**config.mk**
```make
export PLATFORM = sky130hd
export DESIGN_NAME = enc_bin2onehot_pipe
export DESIGN_NICKNAME = d
export VERILOG_FILES = /design/src/rtl/enc_bin2onehot_pipe.sv
export SDC_FILE = /design/constraint.sdc
export NUM_CORES = 1
export LEC_CHECK = 0
export ABC_AREA = 0
export BUFFER_PORTS_ARGS = -buffer_cell sky130_fd_sc_hd__buf_4
export CAP_MARGIN = 25
export CORE_AREA = 3 3 80 82
export CTS_BUF_LIST = sky130_fd_sc_hd__clkbuf_8
export DETAILED_ROUTE_END_ITERATION = 10
export DIE_AREA = 0 0 83 85
export PLACE_DENSITY_LB_ADDON = 0.25
export SKIP_CTS_REPAIR_TIMING = 1
export SYNTH_ARGS = -nofsm -noshare
export SYNTH_HDL_FRONTEND = slang
export SYNTH_SLANG_ARGS = --single-unit
```
**constraint.sdc**
```tcl
create_clock -name clk -period 1.8 [get_ports clk]
set_input_delay 0.09 -clock clk [delete_from_list [all_inputs] [get_ports clk]]
set_output_delay 0.09 -clock clk [all_outputs]
set_load 0.03 [all_outputs]
```
**src/rtl/enc_bin2onehot_pipe.sv**
```systemverilog
// Registered binary-to-one-hot/thermometer encoder behind a 2-entry valid/ready FIFO.
// Out-of-range codes produce an all-zero vector tagged with err and are counted.
module enc_bin2onehot_pipe #(
    parameter int IN_W      = 4,
    parameter int OUT_W     = 15,
    parameter int ERR_CNT_W = 8
) (
    input  logic                 clk,
    input  logic                 rst,
    input  logic                 in_valid,
    output logic                 in_ready,
    input  logic [IN_W-1:0]      in,
    input  logic                 mode,
    output logic                 out_valid,
    input  logic                 out_ready,
    output logic [OUT_W-1:0]     out,
    output logic                 out_err,
    output logic [ERR_CNT_W-1:0] err_cnt
);

    localparam logic [IN_W:0] OUT_W_EXT = (IN_W + 1)'(OUT_W);

    logic [IN_W:0]          w_idx;
    logic                   w_err;
    logic [OUT_W-1:0]       w_enc;
    logic                   w_push;
    logic                   w_pop;

    logic [OUT_W-1:0]       r_data [2];
    logic                   r_err  [2];
    logic                   r_wr_ptr;
    logic                   r_rd_ptr;
    logic [1:0]             r_count;
    logic [ERR_CNT_W-1:0]   r_err_cnt;

    // Widen by one bit so OUT_W = 2^IN_W compares correctly.
    assign w_idx = {1'b0, in};
    assign w_err = (w_idx >= OUT_W_EXT);

    genvar gi;
    generate
        for (gi = 0; gi < OUT_W; gi++) begin : g_enc
            localparam logic [IN_W:0] BIT_IDX = (IN_W + 1)'(gi);
            assign w_enc[gi] = !w_err &&
                               (mode ? (BIT_IDX <= w_idx) : (BIT_IDX == w_idx));
        end
    endgenerate

    assign in_ready  = !rst && (r_count != 2'd2);
    assign out_valid = (r_count != 2'd0);
    assign w_push    = in_valid && in_ready;
    assign w_pop     = out_valid && out_ready;

    generate
        for (gi = 0; gi < 2; gi++) begin : g_slot
            always_ff @(posedge clk) begin
                if (rst) begin
                    r_data[gi] <= '0;
                    r_err[gi]  <= 1'b0;
                end else if (w_push && (r_wr_ptr == 1'(gi))) begin
                    r_data[gi] <= w_enc;
                    r_err[gi]  <= w_err;
                end
            end
        end
    endgenerate

    always_ff @(posedge clk) begin
        if (rst) begin
            r_wr_ptr  <= 1'b0;
            r_rd_ptr  <= 1'b0;
            r_count   <= 2'd0;
            r_err_cnt <= '0;
        end else begin
            if (w_push) begin
                r_wr_ptr <= !r_wr_ptr;
            end
            if (w_pop) begin
                r_rd_ptr <= !r_rd_ptr;
            end
            r_count <= r_count + {1'b0, w_push} - {1'b0, w_pop};
            if (w_push && w_err && (r_err_cnt != {ERR_CNT_W{1'b1}})) begin
                r_err_cnt <= r_err_cnt + 1'b1;
            end
        end
    end

    // Head is masked to zero when empty so stale slot contents never leak out.
    assign out     = out_valid ? r_data[r_rd_ptr] : '0;
    assign out_err = out_valid ? r_err[r_rd_ptr]  : 1'b0;
    assign err_cnt = r_err_cnt;

endmodule

```
==> results of run 1 <==
[sequential cells by signal, indices dropped and copies added, names as in the netlist, named ones only]
register,count
err_cnt,8
r_count,2
r_data,30
r_err,2
r_wr_ptr,1
r_rd_ptr,1
[worst max-delay path, delay by kind of cell, from the launching register on]
family / cells / cell delay (ps)
AO/OA/AOI/OAI: 1 / 140
buffers and inverters: 1 / 180
flip-flops: 1 / 330
AND/OR/NAND/NOR: 3 / 1030
[how the worst min path moves through the flow]
stage | startpoint | endpoint | cells after the start
after floorplan | rst | r_count[0] | 2
after global placement | rst | err_cnt[0] | 3
after detailed placement | rst | r_count[0] | 3
after CTS | rst | r_count[0] | 3
after global routing | rst | err_cnt[0] | 3
final | rst | err_cnt[0] | 3
[where the power goes]
part / internal [mW] / switching (mW) / total (mW)
combinational: 0.416 / 0.630 / 1.05
sequential: 1.21 / 0.0290 / 1.24
clock: 0.347 / 0.332 / 0.679
total: 1.97 / 0.991 / 2.96
[cell families after synthesis]
family	synth area share, %
flops	53.4
compound gates	8.15
simple gates	23.1
xor+xnor	1.15
fa+ha+maj	2.08
mux	7.93
buf+inv	4.16
[synthesized netlist by cell type, types with 3 or more instances]
cell and instances:
nand3b_1 3, or3_1 5, a21oi_1 9, mux2i_1 17, ha_1 3, edfxtp_1 32, o21ai_0 4, nand3_1 8
dfxtp_1 13, inv_1 7, nor2_1 58, o31ai_1 3, or4_1 3, nand2_1 12, nor2b_1 4, clkbuf_1 11
nor3_1 4
[cell type report]
class	instances	share of cell area, %
timing repair buffer	54	14.3
multi-input combinational	161	34.5
clock inverter	1	0.177
sequential	45	43.3
tap	75	3.32
clock buffer	7	3.41
inverter	7	0.930
[layer usage]
metal / global-route usage, % / part of all wire, % / vias up / routed length, µm
met4: 5.50 / 1.7 / 0 / 80
met5: 0 / 0 / - / 0
li1: - / - / 896 / -
met3: 4.08 / 4.4 / 7 / 208
met2: 25.6 / 51 / 41 / 2410
met1: 17.1 / 43 / 823 / 2060
[through the flow]
step / utilization, % / std cells / TNS, ps / area [µm²] / total power [mW]
floorplan: - / 227 / 0 / 2290 / 1.94
global placement: 46.8 / 342 / 0 / 2720 / 2.31
detailed placement: 46.8 / 342 / -54.9 / 2720 / 2.33
CTS: 48.5 / 350 / -131 / 2820 / 3.01
global route: 48.6 / 350 / -4.30 / 2830 / 3.14
finish: 48.6 / 350 / 0 / 2830 / 2.96
==> impl_results.md, run 1 <==
- Multi-input logic area: 975 µm²
- Starting Density: 39.3%
- Final ANT Viol Nets: 0
- Mapped cell area: 2290 µm²
- Die Ht: 85 µm
- FMAX: 573 MHz
- Top-area cell type share of the netlist area: 42.0%
- Worst Path Arrival: 1980 ps
- Synthesis Warnings: 0
- Setup ws final: 53.4 ps
- H-tree depth: 2
- Max Cap Viol: 0
- Setup Viol. Count Final: 0
- Min Tclk post-route: 1750 ps
- Ports: 35
- Slowest-stage cell, CP: or4_4
- Worst EP required: 2030 ps
- CP Capture Point: err_cnt[0]
- Vias in the first global route: 1751
- Fill count: 566
- Post-Syn Nets: 239
- RR Endpoint: err_cnt[0]
- Number of clock buffers inserted by TritonCTS: 5
- Max Transition Viols Final: 0
- Clock latency on the worst-skew pair: 300 ps
- CP startpoint: r_count[0]
- Final Hold Violating Endpoints: 0
- Worst setup EP type: flip-flop
- DP HPWL: 3420 µm
- Drt first pass iters: 4
- CTS tree: done
- Critical Path Source Type: flip-flop
- Clock Pin Slew Worst Setup and Hold Paths: 80 ps
- Commonest non-fill, non-tap cell in the layout: nor2_1
- Post-Place Setup Slack: -25.9 ps
- Mean Syn Cell Area: 10.1 µm²
- Final hold slack: 163 ps
- Tot GR Track Use: 14.6%
- WL per Instance: 13.6 µm
- Routability cong.: 0.794
- Critical Path Max Stage Delay: 490 ps
- Status: finished, final reports clean
- First-pass GRT wire length: 8200 µm
- Register area share after synthesis: 53.4%
- RSZ-0062 raised after global routing: yes
- Die ar.: 7060 µm²
- DRC: 0
- Worst Max-Slew Pin Slew: 542 ps
- FF+latch count, synth: 45
- Largest net degree at the start of global routing: 18
- Async set-reset flop share out of synthesis: 0%
- CP Max Fanout: 10
- Syn Inst Count: 227
- Reg area: 1220 µm²
- Area leader, netlist: edfxtp_1
- Worst Hold Class: in -> reg
- Via Count: 1767
- CTS root buffer: clkbuf_8
- Worst r2r path cells: 5
- Max_slew headroom: 63.4%
- Crit Path Category: reg -> reg
- Yosys cell types: 41
- Number of diodes: 0
- DIE WIDTH: 83 µm
- Leak pwr: 1.09 nW
- Clk sinks: 45
- Final worst path period share: 97.0%
- Worst R2R Setup Slack: 50 ps
- Area growth syn-to-layout: 23.5%
- Antenna violations before repair: 0
- Rows: 28
- CP cell instances: and2b_4 > or4_4 > buf_4 > or3_1 > a21oi_2
- Share of layout cells above drive strength 1: 25.8%
- Core Area: 5820 µm²
- Synth Flop Type: edfxtp_1
- Most frequent cells in the layout: nor2_1 (58), buf_4 (54), edfxtp_1 (32), mux2i_1 (17), nand2_1 (12)
- FF-to-FF Start: r_count[0]
- WL final: 4760 µm
- Pwr Density: 1050 nW/µm²
- Initial drt markers: 124
- Max VDD drop: 0.507 mV
- GRT Residual Overflow: 0
- Nets: 286
- Clock tree buffer depth: 2
- Vias/cell: 5.05
- EDFF count, synth: 32
- IO Port Bufs: 34
- Skew final: 4.15 ps
- Dominant cells by area after synthesis: edfxtp_1 (42%), dfxtp_1 (11%), nor2_1 (9.5%), mux2i_1 (7.4%), a21oi_1 (2.0%)
Note: power is estimated with default switching activity, not from simulation.
==> run 2, diff against run 1 <==
- CORE_AREA: 3 3 80 82 -> 3 3 92 94
- DIE_AREA: 0 0 83 85 -> 0 0 95 97
- clock period: 1.8 -> 1.73 ns (I/O delays scaled with it)
==> run 2 against run 1 <==
Net effect:
- the run now ends with negative setup slack left
- hold slack improved by 10 ps
- sequential power increased by 4%
- design area increased by 6.5%
- utilization decreased by 9.6 points
- via count increased by 1.6%
- non-clock buffer count increased by 8
- fmax decreased by 5.2%
- power increased by 8.6%
- sequential share of layout area decreased by 2.6 points
- highest routed layer unchanged
==> impl_results.md, run 2 (same netlist as run 1, synthesis figures left out) <==
- RSZ-0062 raised after global routing: yes
- Hold Crit Endpoint: err_cnt[2]
- WL final: 5330 µm
- Failing checks: negative setup slack
- Crit Path Category: reg -> reg
- Via Count: 1796
- Worst R2R Setup Slack: -110 ps
- Core Area: 7730 µm²
- Skew final: 10.1 ps
- Critical Path Source Type: flip-flop
- Rows: 32
- Pwr Density: 1070 nW/µm²
- Setup ws final: -112 ps
- CTS tree: done
- Most frequent cells in the layout: buf_4 (59), nor2_1 (58), edfxtp_1 (32), mux2i_1 (17), nand2_1 (12)
- Nets: 294
- Util after Layout: 38.9%
- Die Ht: 97 µm
- Buf/Inv on CP: 2
- Finished Layout Cells: 385
- Hold path cells: 3
- Leak pwr: 1.14 nW
- Die ar.: 9220 µm²
- Cell family with most CP delay: simple AND/OR/NAND/NOR gates
- Final Hold Violating Endpoints: 0
- Final ANT Viol Nets: 0
- Setup Viol. Count Final: 7
- RR Endpoint: err_cnt[7]
- DP HPWL: 3760 µm
- Post-Route Setup TNS: -514 ps
- FF-to-FF Start: r_count[0]
- Most frequent CP cell: buf_6
- Routability cong.: 0.789
- FMAX: 543 MHz
- CP cell instances: and2b_4 > or4_4 > buf_6 > buf_6 > nor4b_4 > a211oi_2
- Status: complete, but fails checks
- Slowest-stage cell, CP: or4_4
- Drt first pass iters: 4
- Clock tree buffer depth: 2
- Starting Density: 29.6%
- CTS root buffer: clkbuf_8
- Hold Crit Start: rst
- Clock latency on the worst-skew pair: 310 ps
- Clock Pin Slew Worst Setup and Hold Paths: 90 ps
- Worst Path Arrival: 2030 ps
- GRT Residual Overflow: 0
- Max VDD drop: 0.344 mV
- IO Port Bufs: 34
- Commonest non-fill, non-tap cell in the layout: buf_4
- H-tree depth: 2
- Vias in the first global route: 1807
- Max reg flops: 30
- Vias/cell: 4.66
- Number of diodes: 0
- DIE WIDTH: 95 µm
- Number of clock buffers inserted by TritonCTS: 5
- Worst r2r path cells: 6
- Worst EP required: 1920 ps
- Top reg by flops: r_data
- Ports: 35
- Area growth syn-to-layout: 31.6%
- Initial drt markers: 106
- WL per Instance: 13.8 µm
- Largest net degree at the start of global routing: 18
- Critical Path Max Stage Delay: 580 ps
- CP Max Fanout: 6
- Worst setup EP type: flip-flop
- Final worst path period share: 106%
- First-pass GRT wire length: 9000 µm
- Worst Max-Slew Pin Slew: 440 ps
- DRC: 0
- Max_slew headroom: 70.3%
- Placed cell count: 375
- Clk sinks: 45
- Share of layout cells above drive strength 1: 30.4%
- Worst Hold Class: in -> reg
- Min Tclk post-route: 1840 ps
- Tot GR Track Use: 12.5%
- Max Transition Viols Final: 0
- Antenna violations before repair: 0
- Max Cap Viol: 0
- Post-Place Setup Slack: -74.4 ps
==> run 2: layout make-up <==
class	instances	area [µm²]
repair buffers	62	485
inverters	7	26.3
well taps	102	128
fillers	798	4720
clock inverters	3	46.3
clock buffers	5	68.8
multi-input cells	161	1030
flip-flops and latches	45	1220
==> run 2: worst max-delay path by stage <==
| stage | start | to | slack (ps) | depth (start not counted) |
|---|---|---|---|---|
| after CTS | r_count[0] | err_cnt[4] | -100 | 4 |
| after global routing | r_count[0] | err_cnt[7] | -180 | 6 |
| after global placement | r_count[0] | err_cnt[4] | -60 | 4 |
| after floorplan | r_count[0] | err_cnt[5] | -8 | 5 |
| after detailed placement | r_count[0] | err_cnt[4] | -70 | 4 |
| final | r_count[0] | err_cnt[7] | -110 | 6 |
==> run 2: report_power, final <==
| part | internal [mW] | switching (mW) | total (mW) |
|---|---|---|---|
| combinational | 0.442 | 0.667 | 1.11 |
| clock | 0.433 | 0.386 | 0.819 |
| sequential | 1.26 | 0.0309 | 1.29 |
==> run 2: through the flow <==
stage / cell area [µm²] / hold WS [ps] / power (mW)
after floorplan: 2290 / 261 / 2.02
after global placement: 2810 / 497 / 2.43
after detailed placement: 2810 / 504 / 2.44
after CTS: 2930 / 177 / 3.26
after global routing: 3010 / 203 / 3.41
final: 3010 / 173 / 3.22
==> run 2: tightest hold or removal path, stage by stage <==
cell and delay, ps:
buf_4 90, buf_4 220, a21oi_2 40
==> run 2: per-layer routing <==
metal	share of wire, %	global-route usage (%)	up-vias
li1	-	-	910
met1	47	17.0	851
met2	48	19.4	30
met3	3.5	2.64	5
met4	1.4	4.66	0
met5	0	0	-
==> run 3, diff against run 2 <==
- ABC_AREA: 0 -> 1
- CORE_AREA: 3 3 92 94 -> 3 3 93 95
- DIE_AREA: 0 0 95 97 -> 0 0 96 98
- PLACE_DENSITY: unset -> 0.51
- PLACE_DENSITY_LB_ADDON: 0.25 -> unset
==> run 3 against run 2 <==
Net effect:
- the flow now finishes without violations
- clock power is 3.7% lower
- non-clock buffer count shrank 19
- critical path type unchanged
- power fell by 4.6%
- sequential cell count unchanged
- clock-buffer cell count stayed put
- sequential share of layout area grew 1.8 points
- synthesized area is 3.0% higher
- highest routed layer unchanged
- final cell count grew 11%
- via count increased by 8.8%
==> impl_results.md, run 3 <==
- Area growth syn-to-layout: 22.0%
- Max reg flops: 30
- Post-route cell area: 2870 µm²
- Max Cap Viol: 0
- Synth Area in XOR/XNOR: 0.744%
- Clock power frac: 25.7%
- Vias/cell: 4.59
- WL final: 5220 µm
- Setup Viol. Count Final: 0
- Die ar.: 9410 µm²
- Most frequent cells in the layout: nand2_1 (72), nor2_1 (46), buf_4 (40), edfxtp_1 (32), a21oi_1 (29)
- Share of layout cells above drive strength 1: 20.1%
- CTS tree: done
- First-pass GRT wire length: 8820 µm
- Register area share after synthesis: 51.9%
- Worst Path Arrival: 1730 ps
- Top reg by flops: r_data
- Status: finished, final reports clean
- DRC: 0
- Post-Syn Nets: 297
- Commonest non-fill, non-tap cell in the layout: nand2_1
- Number of diodes: 0
- Dominant cells by area after synthesis: edfxtp_1 (41%), nand2_1 (11%), dfxtp_1 (11%), nor2_1 (7.5%), a21oi_1 (6.2%)
- Yosys cell types: 27
- CTS root buffer: clkbuf_8
- Syn Inst Count: 285
- Core Area: 7810 µm²
- Pwr Density: 1070 nW/µm²
- Largest family of logic cells by synthesized area: simple AND/OR/NAND/NOR gates
- EDFF count, synth: 32
- Final hold slack: 140 ps
- Worst EP required: 1970 ps
- Worst setup EP type: flip-flop
- Largest net degree at the start of global routing: 18
- Final Hold Violating Endpoints: 0
- RR Endpoint: r_count[1]
- Synth Flop Type: edfxtp_1
- Most frequent cell after synthesis: nand2_1
- Clock Pin Slew Worst Setup and Hold Paths: 80 ps
- WL per Instance: 12.3 µm
- Initial drt markers: 102
- CP cell instances: nor2_2 > nor2_2 > ha_1 > inv_1 > ha_1 > xnor2_1 > o21ai_0 > a21oi_1
- Power Total: 3.07 mW
- Placed standard-cell area: 2750 µm²
- Logic pwr share: 32.0%
- Max VDD drop: 0.278 mV
- Die Ht: 98 µm
- Reg power frac: 42.3%
- Via Count: 1954
- Starting Density: 30.2%
- H-tree depth: 2
- Max_slew headroom: 75.6%
- CP Capture Point: r_count[1]
- Clock latency on the worst-skew pair: 300 ps
- Multi-input logic area: 966 µm²
- Worst Hold Class: in -> reg
- Slowest-stage cell, CP: dfxtp_1
- Worst Max-Slew Pin Slew: 365 ps
- Tot GR Track Use: 12.0%
- DP HPWL: 3570 µm
- Vias in the first global route: 1874
- Mapped cell area: 2350 µm²
- Clock tree buffer depth: 2
- Synthesis Warnings: 0
- Area leader, netlist: edfxtp_1
- Number of clock buffers inserted by TritonCTS: 5
- FF-to-FF Start: r_count[1]
- Drt first pass iters: 4
- Mean Syn Cell Area: 8.26 µm²
- Switching power: 1.07 mW
- Max Transition Viols Final: 0
- Top-area cell type share of the netlist area: 40.8%
- Nets: 335
- CP Max Fanout: 4
- Switching share of power: 34.7%
- Routability cong.: 0.867
- Mux cell area share after synthesis: 0%
- Final ANT Viol Nets: 0
- GRT Residual Overflow: 0
- Leak pwr: 1.23 nW
- Rows: 32
- Critical Path Max Stage Delay: 350 ps
- Most frequent cells after synthesis: nand2_1 (72), nor2_1 (47), edfxtp_1 (32)
- Internal power: 2.00 mW
- Critical Path Source Type: flip-flop
- Ports: 35
- Post-Route Setup TNS: 0 ps
- Post-synthesis compound-gate area fraction: 10.9%
- FMAX: 671 MHz
- Skew final: 1.79 ps
- Antenna violations before repair: 0
- Min Tclk post-route: 1490 ps
- Final worst path period share: 86.1%
- Simple-gate share of the synthesized area: 27.6%
- CP startpoint: r_count[1]
- RSZ-0062 raised after global routing: no
- Crit Path Category: reg -> reg
- Async set-reset flop share out of synthesis: 0%
- DIE WIDTH: 96 µm
- Clk sinks: 45
- Reg area: 1220 µm²
- IO Port Bufs: 34
- Worst R2R Setup Slack: 240 ps
- Post-synthesis adder-cell area fraction: 1.59%
- Worst r2r path cells: 8
- FF+latch count, synth: 45
- Fill count: 803
[run 3: cell types whose count changed after synthesis, moves of 7 or more]
| cell | change |
|---|---|
| nand2_1 | +60 |
| a21oi_1 | +20 |
| inv_1 | +19 |
| mux2i_1 | -17 |
| nor2_1 | -11 |
| clkbuf_1 | -8 |
| o21ai_0 | +7 |
[run 3: critical path: cells and delay by family (launching register included)]
kind,cells,cell delay [ps]
AOI/OAI and AO/OA,2,220
adders and majority gates,2,450
and+or+nand+nor,2,200
DFF,1,350
xor gates and xnor gates,1,180
buffers and inverters,1,40
[run 3: power by group through the flow]
stage / Combinational [mW] / Clock [mW] / Sequential, mW
global placement: 0.989 / 0 / 1.32
floorplan: 0.632 / 0 / 1.32
finish: 0.983 / 0.789 / 1.30
detailed placement: 0.999 / 0 / 1.32
global route: 1.09 / 0.840 / 1.31
CTS: 1.00 / 0.803 / 1.30
[run 3: layout make-up]
cell class,instances,share of cell area (%)
clock buffer,5,2.40
clock inverter,3,1.31
sequential,45,42.5
multi-input combinational,201,33.6
tap,102,4.44
timing repair buffer,43,12.2
inverter,27,3.53
[run 3: how the worst min path moves through the flow]
stage	startpoint	endpoint	slack [ps]	cells past startpoint
6_report	in_valid	r_wr_ptr	140	3
5_1_grt	in_valid	r_wr_ptr	170	3
4_1_cts	rst	r_count[0]	-60	2
3_5_place_dp	rst	r_count[0]	260	2
3_3_place_gp	rst	r_count[0]	270	2
2_1_floorplan	rst	r_count[0]	160	1
[run 3: kinds of logic after synthesis]
logic type / Yosys count
adder cells (fa/ha/maj): 3
AND/OR/NAND/NOR: 149
flip-flops: 45
buffers and inverters: 39
AO/OA/AOI/OAI: 47
XOR/XNOR: 2
[run 3: per-stage QoR]
stage | instances | util (%) | setup slack [ps]
after CTS | 425 | 36.6 | 175
after floorplan | 285 | - | 78.8
after global placement | 417 | 35.3 | 282
after detailed placement | 417 | 35.3 | 208
final | 426 | 36.8 | 240
after global routing | 426 | 36.8 | 49.5
[run 3: layer usage]
metal | share of wire [%] | GRT usage (%) | up-vias | wire length (µm)
met5 | 0 | 0 | - | 0
li1 | - | - | 1016 | -
met2 | 46 | 19.7 | 35 | 2400
met4 | 1.6 | 3.94 | 0 | 84
met1 | 48 | 15.2 | 895 | 2490
met3 | 4.7 | 3.00 | 8 | 245
